## src/rtl/syscall_console_pkg.sv

```systemverilog
// Shared constants, state encoding and request decode helpers for the syscall console.
package syscall_pkg;

   localparam logic [31:0] SYS_PRINT_INT  = 32'd1;
   localparam logic [31:0] SYS_EXIT       = 32'd2;
   localparam logic [31:0] SYS_NOP        = 32'd3;
   localparam logic [31:0] SYS_STR4       = 32'd4;
   localparam logic [31:0] SYS_STR8       = 32'd5;
   localparam logic [31:0] SYS_STR12      = 32'd6;
   localparam logic [31:0] SYS_STR16      = 32'd7;
   localparam logic [31:0] SYS_PRINT_UINT = 32'd8;

   localparam logic [31:0] POW10 [0:9] = '{
      32'd1, 32'd10, 32'd100, 32'd1000, 32'd10000, 32'd100000,
      32'd1000000, 32'd10000000, 32'd100000000, 32'd1000000000
   };

   localparam logic [7:0] ASCII_0     = 8'h30;
   localparam logic [7:0] ASCII_MINUS = 8'h2D;
   localparam logic [7:0] ASCII_NL    = 8'h0A;

   typedef enum logic [2:0] {IDLE, SIGN, DIGIT, EMIT, STR, NL, HALT} state_t;

   function automatic logic is_str(input logic [31:0] code);
      return (code >= SYS_STR4) && (code <= SYS_STR16);
   endfunction

   function automatic logic code_known(input logic [31:0] code);
      return (code >= SYS_PRINT_INT) && (code <= SYS_PRINT_UINT);
   endfunction

   // 4 bytes per word: code 4 -> 4 bytes ... code 7 -> 16 bytes
   function automatic logic [4:0] str_bytes(input logic [31:0] code);
      return {code[2:0] - 3'd3, 2'b00};
   endfunction

endpackage

```

## src/rtl/syscall_console_if.sv

```systemverilog
// Request and character-stream handshake bundle between execute unit, console and sink.
interface syscall_console_if;
   logic        req_valid;
   logic        req_ready;
   logic [31:0] req_code;
   logic [31:0] req_w0;
   logic [31:0] req_w1;
   logic [31:0] req_w2;
   logic [31:0] req_w3;
   logic        ch_valid;
   logic        ch_ready;
   logic [7:0]  ch_data;

   modport master (
      output req_valid, req_code, req_w0, req_w1, req_w2, req_w3, ch_ready,
      input  req_ready, ch_valid, ch_data
   );

   modport slave (
      input  req_valid, req_code, req_w0, req_w1, req_w2, req_w3, ch_ready,
      output req_ready, ch_valid, ch_data
   );
endinterface

```

## src/rtl/syscall_console_dec_digit.sv

```systemverilog
// Decimal digit generator: repeated subtraction of powers of ten, leading zeros suppressed.
module syscall_dec_digit
   import syscall_pkg::*;
(
   input  logic        clk,
   input  logic        reset,
   input  logic        start,
   input  logic [31:0] mag_in,
   input  logic        digit_ack,
   output logic        digit_valid,
   output logic [3:0]  digit,
   output logic        last
);
   logic [31:0] mag;
   logic [31:0] pow;
   logic [3:0]  idx;
   logic [3:0]  cnt;
   logic        seen_nz;
   logic        run;
   logic        hold;

   assign pow = POW10[idx];

   always_ff @(posedge clk) begin
      if (reset) begin
         mag     <= '0;
         idx     <= '0;
         cnt     <= '0;
         seen_nz <= 1'b0;
         run     <= 1'b0;
         hold    <= 1'b0;
      end else if (start) begin
         mag     <= mag_in;
         idx     <= 4'd9;
         cnt     <= '0;
         seen_nz <= 1'b0;
         run     <= 1'b1;
         hold    <= 1'b0;
      end else if (run) begin
         if (hold) begin
            // digit is held stable until the top has handed it to the sink
            if (digit_ack) begin
               hold    <= 1'b0;
               seen_nz <= 1'b1;
               cnt     <= '0;
               if (idx == 4'd0) run <= 1'b0;
               else             idx <= idx - 4'd1;
            end
         end else if (mag >= pow && cnt != 4'd9) begin
            mag <= mag - pow;
            cnt <= cnt + 4'd1;
         end else if (cnt != 4'd0 || seen_nz || idx == 4'd0) begin
            hold <= 1'b1;
         end else begin
            idx <= idx - 4'd1;
         end
      end
   end

   assign digit_valid = hold;
   assign digit       = cnt;
   assign last        = (idx == 4'd0);

endmodule

```

## src/rtl/syscall_console.sv

```systemverilog
// Syscall console: formats print/exit/nop requests into an ASCII byte stream with a sticky halt.
module syscall_console
   import syscall_pkg::*;
#(
   parameter bit NEWLINE_EN   = 1'b1,
   parameter bit STR_NUL_TERM = 1'b1
) (
   input  logic             clk,
   input  logic             reset,
   syscall_console_if.slave bus,
   output logic             halted,
   output logic             busy,
   output logic             bad_code
);
   state_t       state, state_nxt, done_st;
   logic [127:0] str_q;
   logic [4:0]   str_left;
   logic [7:0]   cur_byte;
   logic [31:0]  mag_in;
   logic         accept, ch_fire, int_code, neg, str_end;
   logic         dig_valid, dig_last, dig_ack;
   logic [3:0]   dig;

   assign accept   = bus.req_valid && bus.req_ready;
   assign ch_fire  = bus.ch_valid && bus.ch_ready;
   assign int_code = (bus.req_code == SYS_PRINT_INT) || (bus.req_code == SYS_PRINT_UINT);
   assign neg      = (bus.req_code == SYS_PRINT_INT) && bus.req_w0[31];
   assign mag_in   = neg ? (~bus.req_w0 + 32'd1) : bus.req_w0;
   assign cur_byte = str_q[127:120];
   assign str_end  = (str_left == 5'd0) || (STR_NUL_TERM && cur_byte == 8'h00);
   assign done_st  = NEWLINE_EN ? NL : IDLE;
   assign dig_ack  = (state == EMIT) && bus.ch_ready;

   syscall_dec_digit u_dec (
      .clk         (clk),
      .reset       (reset),
      .start       (accept && int_code),
      .mag_in      (mag_in),
      .digit_ack   (dig_ack),
      .digit_valid (dig_valid),
      .digit       (dig),
      .last        (dig_last)
   );

   always_ff @(posedge clk) begin
      if (reset) state <= IDLE;
      else       state <= state_nxt;
   end

   always_comb begin
      state_nxt = state;
      case (state)
         IDLE: if (accept) begin
            if (neg)                            state_nxt = SIGN;
            else if (int_code)                  state_nxt = DIGIT;
            else if (bus.req_code == SYS_EXIT)  state_nxt = HALT;
            else if (is_str(bus.req_code))      state_nxt = STR;
         end
         SIGN:  if (bus.ch_ready) state_nxt = DIGIT;
         DIGIT: if (dig_valid)    state_nxt = EMIT;
         EMIT:  if (bus.ch_ready) state_nxt = dig_last ? done_st : DIGIT;
         STR:   if (str_end || (bus.ch_ready && str_left == 5'd1)) state_nxt = done_st;
         NL:    if (bus.ch_ready) state_nxt = IDLE;
         HALT:  state_nxt = HALT;
         default: state_nxt = IDLE;
      endcase
   end

   always_comb begin
      bus.req_ready = 1'b0;
      bus.ch_valid  = 1'b0;
      bus.ch_data   = 8'h00;
      busy          = 1'b1;
      halted        = 1'b0;
      case (state)
         IDLE: begin
            bus.req_ready = 1'b1;
            busy          = 1'b0;
         end
         SIGN: begin
            bus.ch_valid = 1'b1;
            bus.ch_data  = ASCII_MINUS;
         end
         EMIT: begin
            bus.ch_valid = 1'b1;
            bus.ch_data  = ASCII_0 + {4'h0, dig};
         end
         STR: begin
            bus.ch_valid = !str_end;
            bus.ch_data  = str_end ? 8'h00 : cur_byte;
         end
         NL: begin
            bus.ch_valid = 1'b1;
            bus.ch_data  = ASCII_NL;
         end
         HALT: begin
            busy   = 1'b0;
            halted = 1'b1;
         end
         default: ;
      endcase
   end

   // string words shift left one byte per handshake so the next char is always the top byte
   always_ff @(posedge clk) begin
      if (reset) begin
         str_q    <= '0;
         str_left <= '0;
         bad_code <= 1'b0;
      end else begin
         bad_code <= accept && !code_known(bus.req_code);
         if (accept) begin
            str_q    <= {bus.req_w0, bus.req_w1, bus.req_w2, bus.req_w3};
            str_left <= is_str(bus.req_code) ? str_bytes(bus.req_code) : 5'd0;
         end else if (state == STR && ch_fire) begin
            str_q    <= {str_q[119:0], 8'h00};
            str_left <= str_left - 5'd1;
         end
      end
   end

endmodule

```

## src/flat_wrapper.sv

```systemverilog
// flat-port wrapper written by rule: the top's interface ports become plain ports
module syscall_console_flat import syscall_pkg::*;
#(
   parameter bit NEWLINE_EN   = 1'b1,
   parameter bit STR_NUL_TERM = 1'b1
)
  (clk, reset, halted, busy, bad_code, bus_req_valid, bus_req_code, bus_req_w0, bus_req_w1, bus_req_w2, bus_req_w3, bus_ch_ready, bus_req_ready, bus_ch_valid, bus_ch_data);
  syscall_console_if bus_i ();
  input  logic clk;
  input  logic reset;
  output logic halted;
  output logic busy;
  output logic bad_code;
  input wire logic [$bits(bus_i.req_valid)-1:0] bus_req_valid;
  input wire logic [$bits(bus_i.req_code)-1:0] bus_req_code;
  input wire logic [$bits(bus_i.req_w0)-1:0] bus_req_w0;
  input wire logic [$bits(bus_i.req_w1)-1:0] bus_req_w1;
  input wire logic [$bits(bus_i.req_w2)-1:0] bus_req_w2;
  input wire logic [$bits(bus_i.req_w3)-1:0] bus_req_w3;
  input wire logic [$bits(bus_i.ch_ready)-1:0] bus_ch_ready;
  output wire logic [$bits(bus_i.req_ready)-1:0] bus_req_ready;
  output wire logic [$bits(bus_i.ch_valid)-1:0] bus_ch_valid;
  output wire logic [$bits(bus_i.ch_data)-1:0] bus_ch_data;
  assign bus_i.req_valid = bus_req_valid;
  assign bus_i.req_code = bus_req_code;
  assign bus_i.req_w0 = bus_req_w0;
  assign bus_i.req_w1 = bus_req_w1;
  assign bus_i.req_w2 = bus_req_w2;
  assign bus_i.req_w3 = bus_req_w3;
  assign bus_i.ch_ready = bus_ch_ready;
  assign bus_req_ready = bus_i.req_ready;
  assign bus_ch_valid = bus_i.ch_valid;
  assign bus_ch_data = bus_i.ch_data;
  syscall_console #(.NEWLINE_EN(NEWLINE_EN), .STR_NUL_TERM(STR_NUL_TERM)) u_core (.clk(clk), .reset(reset), .bus(bus_i), .halted(halted), .busy(busy), .bad_code(bad_code));
endmodule
```

## config.mk

```make
export PLATFORM = sky130hd
export DESIGN_NAME = syscall_console_flat
export DESIGN_NICKNAME = d
export VERILOG_FILES = /design/src/rtl/syscall_console_pkg.sv /design/src/rtl/syscall_console_if.sv /design/src/rtl/syscall_console_dec_digit.sv /design/src/rtl/syscall_console.sv /design/src/flat_wrapper.sv
export SDC_FILE = /design/constraint.sdc
export NUM_CORES = 1
export LEC_CHECK = 0
export CAP_MARGIN = 20
export CORE_UTILIZATION = 45
export CTS_CLUSTER_SIZE = 14
export DETAILED_ROUTE_END_ITERATION = 7
export PLACE_DENSITY_LB_ADDON = 0.12
export SLEW_MARGIN = 20
export SYNTH_ARGS = -nofsm -noshare
export SYNTH_HDL_FRONTEND = slang
export SYNTH_SLANG_ARGS = --single-unit
```

## constraint.sdc

```tcl
create_clock -name clk -period 3.5 [get_ports clk]
set_input_delay 0.525 -clock clk [delete_from_list [all_inputs] [get_ports clk]]
set_output_delay 0.525 -clock clk [all_outputs]
set_load 0.01 [all_outputs]
```

Yosys cells after proc, flatten, opt, wreduce, memory -nomap -nowiden
Memories as Yosys holds them, arrays and structs flattened. Cells that the tools add are included.

Memory bits (read-only): 512. Latch bits: 0. Logic and storage cells: 139. Memories kept: 1. Memory bits (writable): 0. Output and inout bits: 13. Flip-flop bits (word level): 180. Bits of input ports: 164.

Reduce and logical (&&, ||, !) cells: 36. Muxes and demuxes: 49. $mul: 0. Shifts and indexed selects: 0. Magnitude comparators: 6. Add/subtract/negate cells: 7. Bitwise logic cells: 2. Divide/modulo/power cells: 0. Eq/ne operators: 27.

Memories: (no name shown) (words 16, width 32, rd ports 1, clocked after Yosys merged registers in 0, write ports 0, line syscall_console_dec_digit.sv:22) `assign pow = POW10[idx];`.

Operator list (number): 128-bit two-way mux (2); 32-bit two-way mux (7); 4-bit two-way mux (10); 3-bit two-way mux (11); 32-bit by 1-bit adder with 32-bit output, second input constant (1); 32-bit by 1-bit == test with 1-bit output, second input constant (1); 32-bit by 2-bit == test with 1-bit output, second input constant (1); 32-bit by 4-bit == test with 1-bit output, second input constant (1); 32-bit by 1-bit greater-or-equal comparator with 1-bit output, second input constant (1); 32-bit by 3-bit greater-or-equal comparator with 1-bit output, second input constant (1); 32-bit greater-or-equal comparator (1); 32-bit by 3-bit <= comparator with 1-bit output, second input constant (1); 32-bit by 4-bit <= comparator with 1-bit output, second input constant (1); 32-bit inverter (1); 8-bit one-hot mux with 4 select lines (1); 32-bit subtractor (1); 3-bit one-hot mux with 7 select lines (1); 2-bit != test, second input constant (8); 5-bit two-way mux (3); 1-bit two-way mux (12); 1-bit logical AND (11); 5-bit AND reduction (2); 3-bit == test, second input constant (3); 3-bit != test, second input constant (3); other kinds (28) (42).

Logic depth before layout (Yosys ltp)
Gate-level depths: netlist of the first run.

Depth after elaboration: 10. Mapped depth: 17. Depth with buffers taken out: 14.

Hierarchy
Synthesis of the first run repeated with hierarchy kept, for this count alone.

Cells, all modules: 1511. Area total of the unflattened synthesis: 11422.2 µm².

By module, submodules not included: syscall_console (area each 7259.5 µm², sequential area each 2742.6 µm², instances 1, cells each 947); syscall_dec_digit (area each 4162.7 µm², sequential area each 860.8 µm², instances 1, cells each 564).

Worst setup path after synthesis of the first run
Ideal clock, no wire load.

Path type: reg2reg. From: register u_core.u_dec.idx[3]. To: register u_core.u_dec.mag[16]. Path buffers: 4. Arrival: 3.430 ns. Cell stages (with the launch flop): 16. Period minus slack after synthesis: 3.525 ns. Data required time: 3.405 ns. Path slack: -0.025 ns. Setup time: 0.095 ns. Cells stage by stage: dfxtp_1 > clkbuf_1 > clkinv_1 > nor2_1 > inv_1 > ha_1 > clkbuf_1 > nand3_1 > nor4b_1 > nand2_1 > a211oi_1 > or2_2 > clkbuf_1 > clkbuf_1 > nand2_1 > a221oi_1.

Longest elaborated chain between the ends: 9. Elaborated cells on any way between the ends: 13. Those cells by class: add/sub (1); order compare (1); mux (6); bitwise (1); reduce/logical (3); memory (1).

RTL lines: start, declared (line syscall_console_dec_digit.sv:16) `logic [3:0] idx;`; start signal, assigned (line syscall_console_dec_digit.sv:47) `else idx <= idx - 4'd1;`; start signal, assigned (line syscall_console_dec_digit.sv:55) `idx <= idx - 4'd1;`; 4-bit inverter with 5-bit output (not written as such) (*) (line syscall_console_dec_digit.sv:22); memory read 16 x 32 bit (*); 32-bit two-way mux (not written as such) (*) (2 in series) (line syscall_console_dec_digit.sv:22); 32-bit subtractor (line syscall_console_dec_digit.sv:50) `mag <= mag - pow;`; 32-bit two-way mux (line syscall_console_dec_digit.sv:49) `end else if (mag >= pow && cnt != 4'd9) begin`; 32-bit two-way mux (line syscall_console_dec_digit.sv:40) `if (hold) begin`; 32-bit two-way mux (line syscall_console_dec_digit.sv:39) `end else if (run) begin`; 32-bit two-way mux (line syscall_console_dec_digit.sv:32) `end else if (start) begin`; end signal, assigned (line syscall_console_dec_digit.sv:33) `mag <= mag_in;`; end signal, assigned (line syscall_console_dec_digit.sv:50); end, declared (line syscall_console_dec_digit.sv:14) `logic [31:0] mag;`.

Mark *: on every way between the ends. The rest lies on a longest branch, timed or not. The select of a mux whose other input is x is not followed. A chain may end at the register's enable or synchronous reset.

Final worst setup path of the first run
From: register u_core.u_dec.idx[0]. To: register u_core.u_dec.mag[30].

The elaborated chain is that of the path after synthesis.

==> flow_metrics.tcl, run 1 <==
set metrics [dict create \
    finClkSkew_ns 0.0193 \
    cts_buffer_depth 2 \
    seq_power_share_pct 46.0 \
    gp_congestion 0.947 \
    layout.cells.non_filler 2011 \
    ys.flop_type "dfxtp_1" \
    ant_nets 0 \
    yosysUniqueCellTypes 70 \
    fmax_mhz 300 \
    wl_per_cell_um 17.2 \
    yosysTopAreaCellShare_pct 33.4 \
    via_per_inst 5.68 \
    drc_errors 0 \
    setup_ws_ns 0.167 \
    p_comb_share_pct 15.7 \
    clk_latency_ns 0.44 \
    numCtsBuffers 17 \
    cts_sinks 180 \
    die_area_um2 24600 \
    synth_area_leaders "dfxtp_1 (33%), nand2_1 (12%), a311oi_1 (9.8%), nor2_1 (6.6%), ha_1 (5.4%)" \
    final.fill_count 2147 \
    syn-instance-count 1449 \
    whs_ns 0.461 \
    min-delay-start "u_core.u_dec.seen_nz$_SDFFE_PP0P_" \
    worstSetupPathType "register to register" \
    io_buffers 176 \
    dp.cells 1975 \
    ys_seq_area_share_pct 33.4 \
    swShare_pct 29.3 \
    avgSynthCellArea_um2 7.45 \
    ios 177 \
    fp-row-count 56 \
    slowest_stage "a2111oi_2" \
    grt_usage_pct 28.4 \
    critPathMaxFanout 3 \
    hold_viol 0 \
    drtIter0Drc 783 \
    syn_nets 1661 \
    start_kind "register" \
    dp_hpwl_mm 25.7 \
    cpLargestDelayFamily "compound AO/OA/AOI/OAI gates" \
    r2r-start "u_core.u_dec.idx[0]$_SDFFE_PP0P_" \
    cp_cell_sequence "inv_1 -> ha_1 -> nand2_1 -> inv_1 -> ha_1 -> fa_2 -> nand2b_4 -> a211oi_4 -> o21ai_2 -> a311oi_2 -> buf_4 -> o21ai_2 -> a2111oi_2 -> buf_4 -> mux2i_1 -> o211ai_1" \
    crit_path_end_kind "register" \
    fp.dieW_um 157 \
    syn_area_um2 10800 \
    postLayoutCellArea_um2 14400 \
    pre_cts_ws_ns -0.129 \
    clockRootBuffer "clkbuf_16" \
    max-cap-violations 0 \
    ir_drop_mv 0.299 \
    area_growth_pct 33.7 \
    timing.slew.headroom_pct 53.2 \
    coreArea_um2 23500 \
    power_mw 5.09 \
    finalSetupTns_ns 0 \
    wl_mm 34.6 \
    cts.htree.levels 4 \
    grt_pass1_wl_mm 55.5 \
    worstMarginPinSlew_ns 0.702 \
    p_sw_mw 1.49 \
    grt.overflow.total 0 \
    vias 11415 \
    drive_gt1_share_pct 12.8 \
    crit_path_start "u_core.u_dec.idx[0]$_SDFFE_PP0P_" \
    grt_max_degree 110 \
    antenna_found_initial 0 \
    fin_nets 1891 \
    pwr-share-clk_pct 38.2 \
    final-setup-viol-count 0 \
    crit_buf_inv 4 \
    synth_top_cell_by_area "dfxtp_1" \
    dpl_cell_area_um2 13700 \
    fin_crit_sh_pct 95.2 \
    ys.warnings.count 0 \
    clkSlewWorstSetupHoldPaths_ns 0.08 \
    crit_required_ns 3.81 \
    intPower_mw 3.60 \
    fp.dieH_um 157 \
    ys_seq_elements 180 \
    drtPass1Iterations 7 \
    async_flop_share_pct 0 \
    start_util_pct 46.0 \
    hold_class "register to register" \
    critPathMaxStageDelay_ns 0.41 \
    finalMaxSlewViolations 0 \
    leakagePower_nw 5.54 \
    antenna_cells 0 \
    cp.arrival_ns 3.64 \
    grt_pass1_vias 10678 \
    synth_edf_count 0 \
    fin_util_pct 61.5 \
    post-route-min-period_ns 3.33 \
    power.density_nw_per_um2 352 \
    rsz0062_at_grt "yes" \
    cts_tree "built" \
    status "finished clean" \
]
-- synth_stat cells, drive strengths merged (3+ instances only) --
cell type	instances
nand3b	4
a21boi	4
and4	6
o21ai	45
o211ai	7
or4	5
o2111a	3
xnor2	31
nand4	15
buf	11
xor2	22
a211oi	36
nand2b	9
a221o	3
a21o	10
a22oi	8
a311oi	121
a221oi	7
nand2	334
or3	10
a2111oi	8
and3	5
o31ai	10
a31oi	7
clkbuf	93
a21oi	78
inv	29
mux2i	3
dfxtp	180
nor3	18
o41ai	6
nor2b	4
a31o	4
and2	6
o21a	6
nor4	15
nor2	189
nand3	23
or2	5
ha	47
-- tightest hold or removal path, delay by kind of cell, from the launching register on --
family	cells	cell delay [ns]
flops	1	0.32
compound gates	1	0.05
buf+inv	1	0.05
-- cell type report --
type                    instances  area [µm²]  share of cell area (%)
clock buffers                  18         429                    2.97
clock inverters                14         178                    1.23
inverters                      30         113                   0.780
multi-input cells            1135        6780                    47.0
flip-flops and latches        180        3600                    25.0
well taps                     319         399                    2.77
repair buffers                315        2930                    20.3
-- cells in the final DEF, fill, tap and decap left out, types with 7 or more instances in the layout --
cell / synthesis / layout
dfxtp_1: 180 / 179
nand4_1: 15 / 15
o21ai_0: 45 / 40
a22oi_1: 8 / 8
a311oi_1: 121 / 120
nand2b_1: 9 / 8
nand3_1: 22 / 22
clkdlybuf4s50_1: 0 / 175
inv_1: 29 / 29
buf_4: 0 / 130
a211oi_1: 36 / 32
o211ai_1: 7 / 7
nor3_1: 18 / 18
nor2_1: 189 / 186
o31ai_1: 10 / 10
xnor2_1: 31 / 31
nand2_1: 334 / 332
clkbuf_16: 0 / 17
a21o_1: 10 / 10
nor4_1: 14 / 14
a221oi_1: 7 / 7
buf_12: 0 / 10
xor2_1: 22 / 21
ha_1: 47 / 47
a21oi_1: 78 / 77
-- registers in the layout, indices dropped and copies added, names as in the netlist --
| register | flops |
|---|---|
| u_core.u_dec.mag | 32 |
| u_core.str_q | 128 |
| u_core.str_left | 5 |
| u_core.u_dec.seen_nz | 1 |
| u_core.u_dec.digit_valid | 1 |
| u_core.bad_code | 1 |
| u_core.u_dec.run | 1 |
| u_core.u_dec.digit | 4 |
| u_core.u_dec.idx | 4 |
| u_core.state | 3 |
-- layer usage --
layer,GRT usage (%),up-vias,routed length [µm]
li1,-,5701,-
met1,36.8,5387,15600
met2,47.6,281,16400
met3,5.32,46,1730
met4,8.40,0,837
met5,0,-,0
-- power groups by stage --
| stage | combinational, mW | clock [mW] | sequential (mW) |
|---|---|---|---|
| floorplan | 0.440 | 0 | 2.35 |
| global placement | 0.784 | 0 | 2.38 |
| detailed placement | 0.793 | 0 | 2.39 |
| CTS | 0.801 | 1.97 | 2.34 |
| global route | 0.884 | 2.07 | 2.36 |
| finish | 0.800 | 1.95 | 2.34 |
-- worst paths after layout --
check / cells past startpoint / slack (ns) / endpoint
hold reg to reg: 2 / 0.46 / u_core.u_dec.seen_nz$_SDFFE_PP0P_
setup reg to reg: 16 / 0.17 / u_core.u_dec.mag[30]$_SDFFE_PP0P_
setup / recovery: 16 / 0.17 / u_core.u_dec.mag[30]$_SDFFE_PP0P_
hold / removal: 2 / 0.46 / u_core.u_dec.seen_nz$_SDFFE_PP0P_
-- kinds of logic after synthesis --
group / count (synthesis) / share of synthesized area (%)
flip-flops: 180 / 33.4
AO/OA/AOI/OAI: 377 / 25.4
adder cells (fa/ha/maj): 48 / 5.63
buffers and inverters: 134 / 4.96
multiplexers: 3 / 0.278
XOR/XNOR: 53 / 4.30
AND/OR/NAND/NOR: 654 / 26.0
-- repair_timing --
item	CTS	global route
gates cloned	0	0
hold buffers	0	0
endpoints found under the setup margin	3	36
setup buffers	0	4
pin swaps	0	11
resized for setup	3	25
Note: power is estimated with default switching activity, not from simulation.
==> inputs of run 2 (changes only) <==
clock period = 2.9 ns   (was 3.5 ns; I/O delays follow)
==> run 2 against run 1 <==
- the flow now finishes with violations (negative setup slack)
- setup slack got worse by 0.42 ns
- flip-flop and latch count unchanged
- sequential share of layout area decreased by 2.8 points
- final cell count increased by 6.1%
- global-route usage increased by 3.3 points
- hold slack improved by 0.0022 ns
- clock skew about the same
- critical path type unchanged
==> flow_metrics.tcl, run 2 (synthesized netlist as in run 1, its figures left out) <==
set metrics [dict create \
    antenna_found_initial 0 \
    rsz0062_at_grt "yes" \
    fin_nets 2013 \
    clockRootBuffer "clkbuf_16" \
    intPower_mw 4.38 \
    top_layer "met4" \
    finClkSkew_ns 0.0189 \
    via_per_inst 5.76 \
    final.fill_count 1934 \
    worstSetupPathType "register to register" \
    clk_latency_ns 0.44 \
    fp.dieW_um 157 \
    cts_sinks 180 \
    drt-met1-wl_mm 16.4 \
    swShare_pct 30.6 \
    drtPass1Iterations 5 \
    ir_drop_mv 0.400 \
    pre_cts_ws_ns -0.684 \
    mostFrequentLayoutCells "nand2_1 (314), buf_4 (226), nor2_1 (175), dfxtp_1 (175), clkdlybuf4s50_1 (171)" \
    hold_viol 0 \
    grt_usage_pct 31.7 \
    post-route-min-period_ns 3.15 \
    clkSlewWorstSetupHoldPaths_ns 0.09 \
    antenna_cells 0 \
    worstMarginPinSlew_ns 0.642 \
    hold_class "input port to register" \
    cts_hold_buf 0 \
    largest_reg_flops 128 \
    timing.slew.headroom_pct 57.1 \
    ios 177 \
    fp.dieH_um 157 \
    max-cap-violations 0 \
    io_buffers 176 \
    area_growth_pct 51.5 \
    gp_congestion 1.01 \
    seq_power_share_pct 44.6 \
    finalMaxSlewViolations 0 \
    cp.arrival_ns 3.44 \
    ant_nets 0 \
    coreArea_um2 23500 \
    power.density_nw_per_um2 386 \
    cts_tree "built" \
    final-setup-viol-count 40 \
    critPathMaxFanout 5 \
    crit_required_ns 3.19 \
    cts.htree.levels 4 \
    p_sw_mw 1.93 \
    wl_mm 39.4 \
    leakagePower_nw 6.45 \
    dp_hpwl_mm 28.4 \
    grt.overflow.total 0 \
    fp-row-count 56 \
    fin_crit_sh_pct 109 \
    vias 12277 \
    wl_met2_mm 19.0 \
    grt_pass1_wl_mm 61.1 \
    layout_commonest_cell "nand2_1" \
    crit_path_end_kind "register" \
    die_area_um2 24600 \
    wl_per_cell_um 18.5 \
    drtIter0Drc 947 \
    grt_max_degree 99 \
    power_mw 6.31 \
    drive_gt1_share_pct 25.4 \
    start_util_pct 46.0 \
    status "finished with violations" \
    fmax_mhz 317 \
    numCtsBuffers 17 \
    dr_wl_met3_mm 1.99 \
    p_comb_share_pct 16.0 \
    violations "negative setup slack" \
    reg_top3 "u_core.str_q: 128 flops, u_core.u_dec.mag: 32 flops, u_core.str_left: 5 flops" \
    pwr-share-clk_pct 39.4 \
    drc_errors 0 \
    start_kind "register" \
    cts_buffer_depth 2 \
    regMostFlops "u_core.str_q" \
    grt_pass1_vias 11804 \
    setup_ws_ns -0.255 \
]
run 2: cell types whose count changed in the layout (fill, tap and decap cells not counted), sizes merged:
cell	delta
clkdlybuf4s50	-4
or2	+1
clkinvlp	+1
clkbuf	+1
dlygate4sd2	+2
buf	+119
dlymetal6s2s	+2
run 2: repair_timing:
item,in CTS,in global routing
pin swaps,47,29
resized for setup,119,78
endpoints found under the hold margin,0,0
endpoints found under the setup margin,45,66
setup buffers,27,17
gates cloned,2,2
run 2: layout make-up:
cell class	instances	area (µm²)	area share, %
timing repair buffer	436	3990	24.4
sequential	180	3620	22.1
clock inverter	15	205	1.25
multi-input combinational	1136	7590	46.4
tap	319	399	2.44
inverter	30	125	0.765
clock buffer	17	425	2.60
run 2: power by group through the flow:
| stage | sequential, mW | clock [mW] | combinational (mW) |
|---|---|---|---|
| finish | 2.81 | 2.49 | 1.01 |
| CTS | 2.81 | 2.51 | 1.00 |
| floorplan | 2.83 | 0 | 0.531 |
| global placement | 2.86 | 0 | 0.974 |
| global route | 2.84 | 2.60 | 1.11 |
| detailed placement | 2.86 | 0 | 0.993 |
run 2: path summary, 6_finish.rpt:
check                                 endpoint                        startpoint  cells past startpoint  slack, ns
min reg2reg      u_core.str_q[11]$_SDFFE_PP0P_     u_core.str_q[11]$_SDFFE_PP0P_                      2       0.47
min           u_core.u_dec.mag[0]$_SDFFE_PP0P_                             reset                      2       0.46
max reg2reg  u_core.u_dec.mag[25]$_SDFFE_PP0P_  u_core.u_dec.idx[0]$_SDFFE_PP0P_                     18      -0.25
max          u_core.u_dec.mag[25]$_SDFFE_PP0P_  u_core.u_dec.idx[0]$_SDFFE_PP0P_                     18      -0.25
run 2: worst max-delay path: stages, from the launching register on:
cell       delay (ns)
dfxtp_4          0.39
inv_4            0.04
buf_6            0.12
ha_4             0.17
buf_4            0.14
a21oi_1          0.17
nand2_1          0.10
nand2_2          0.09
ha_4             0.13
nand2_2          0.05
nor2_2           0.15
buf_4            0.14
o211ai_1         0.08
buf_4            0.17
a211oi_4         0.26
nor2_4           0.09
or4_1            0.48
mux2i_1          0.17
a2111oi_0        0.09
run 2: routing by layer:
metal	track usage, %	vias up
met2	52.5	356
met5	0	-
met1	38.8	5865
met3	5.70	107
met4	17.3	0
li1	-	5949
run 2: stage by stage:
stage          cells  utilization [%]  hold slack (ns)  TNS [ns]  cell area (µm²)
3_3_place_gp    2054             61.5            0.441    -19.00            14400
6_report        2133             69.7            0.463     -6.34            16400
2_1_floorplan   1449                -            0.426     -1.73            10900
4_1_cts         2114             67.3            0.429     -4.70            15800
5_1_grt         2133             69.7            0.473    -11.84            16400
3_5_place_dp    2054             61.5            0.453    -19.93            14400
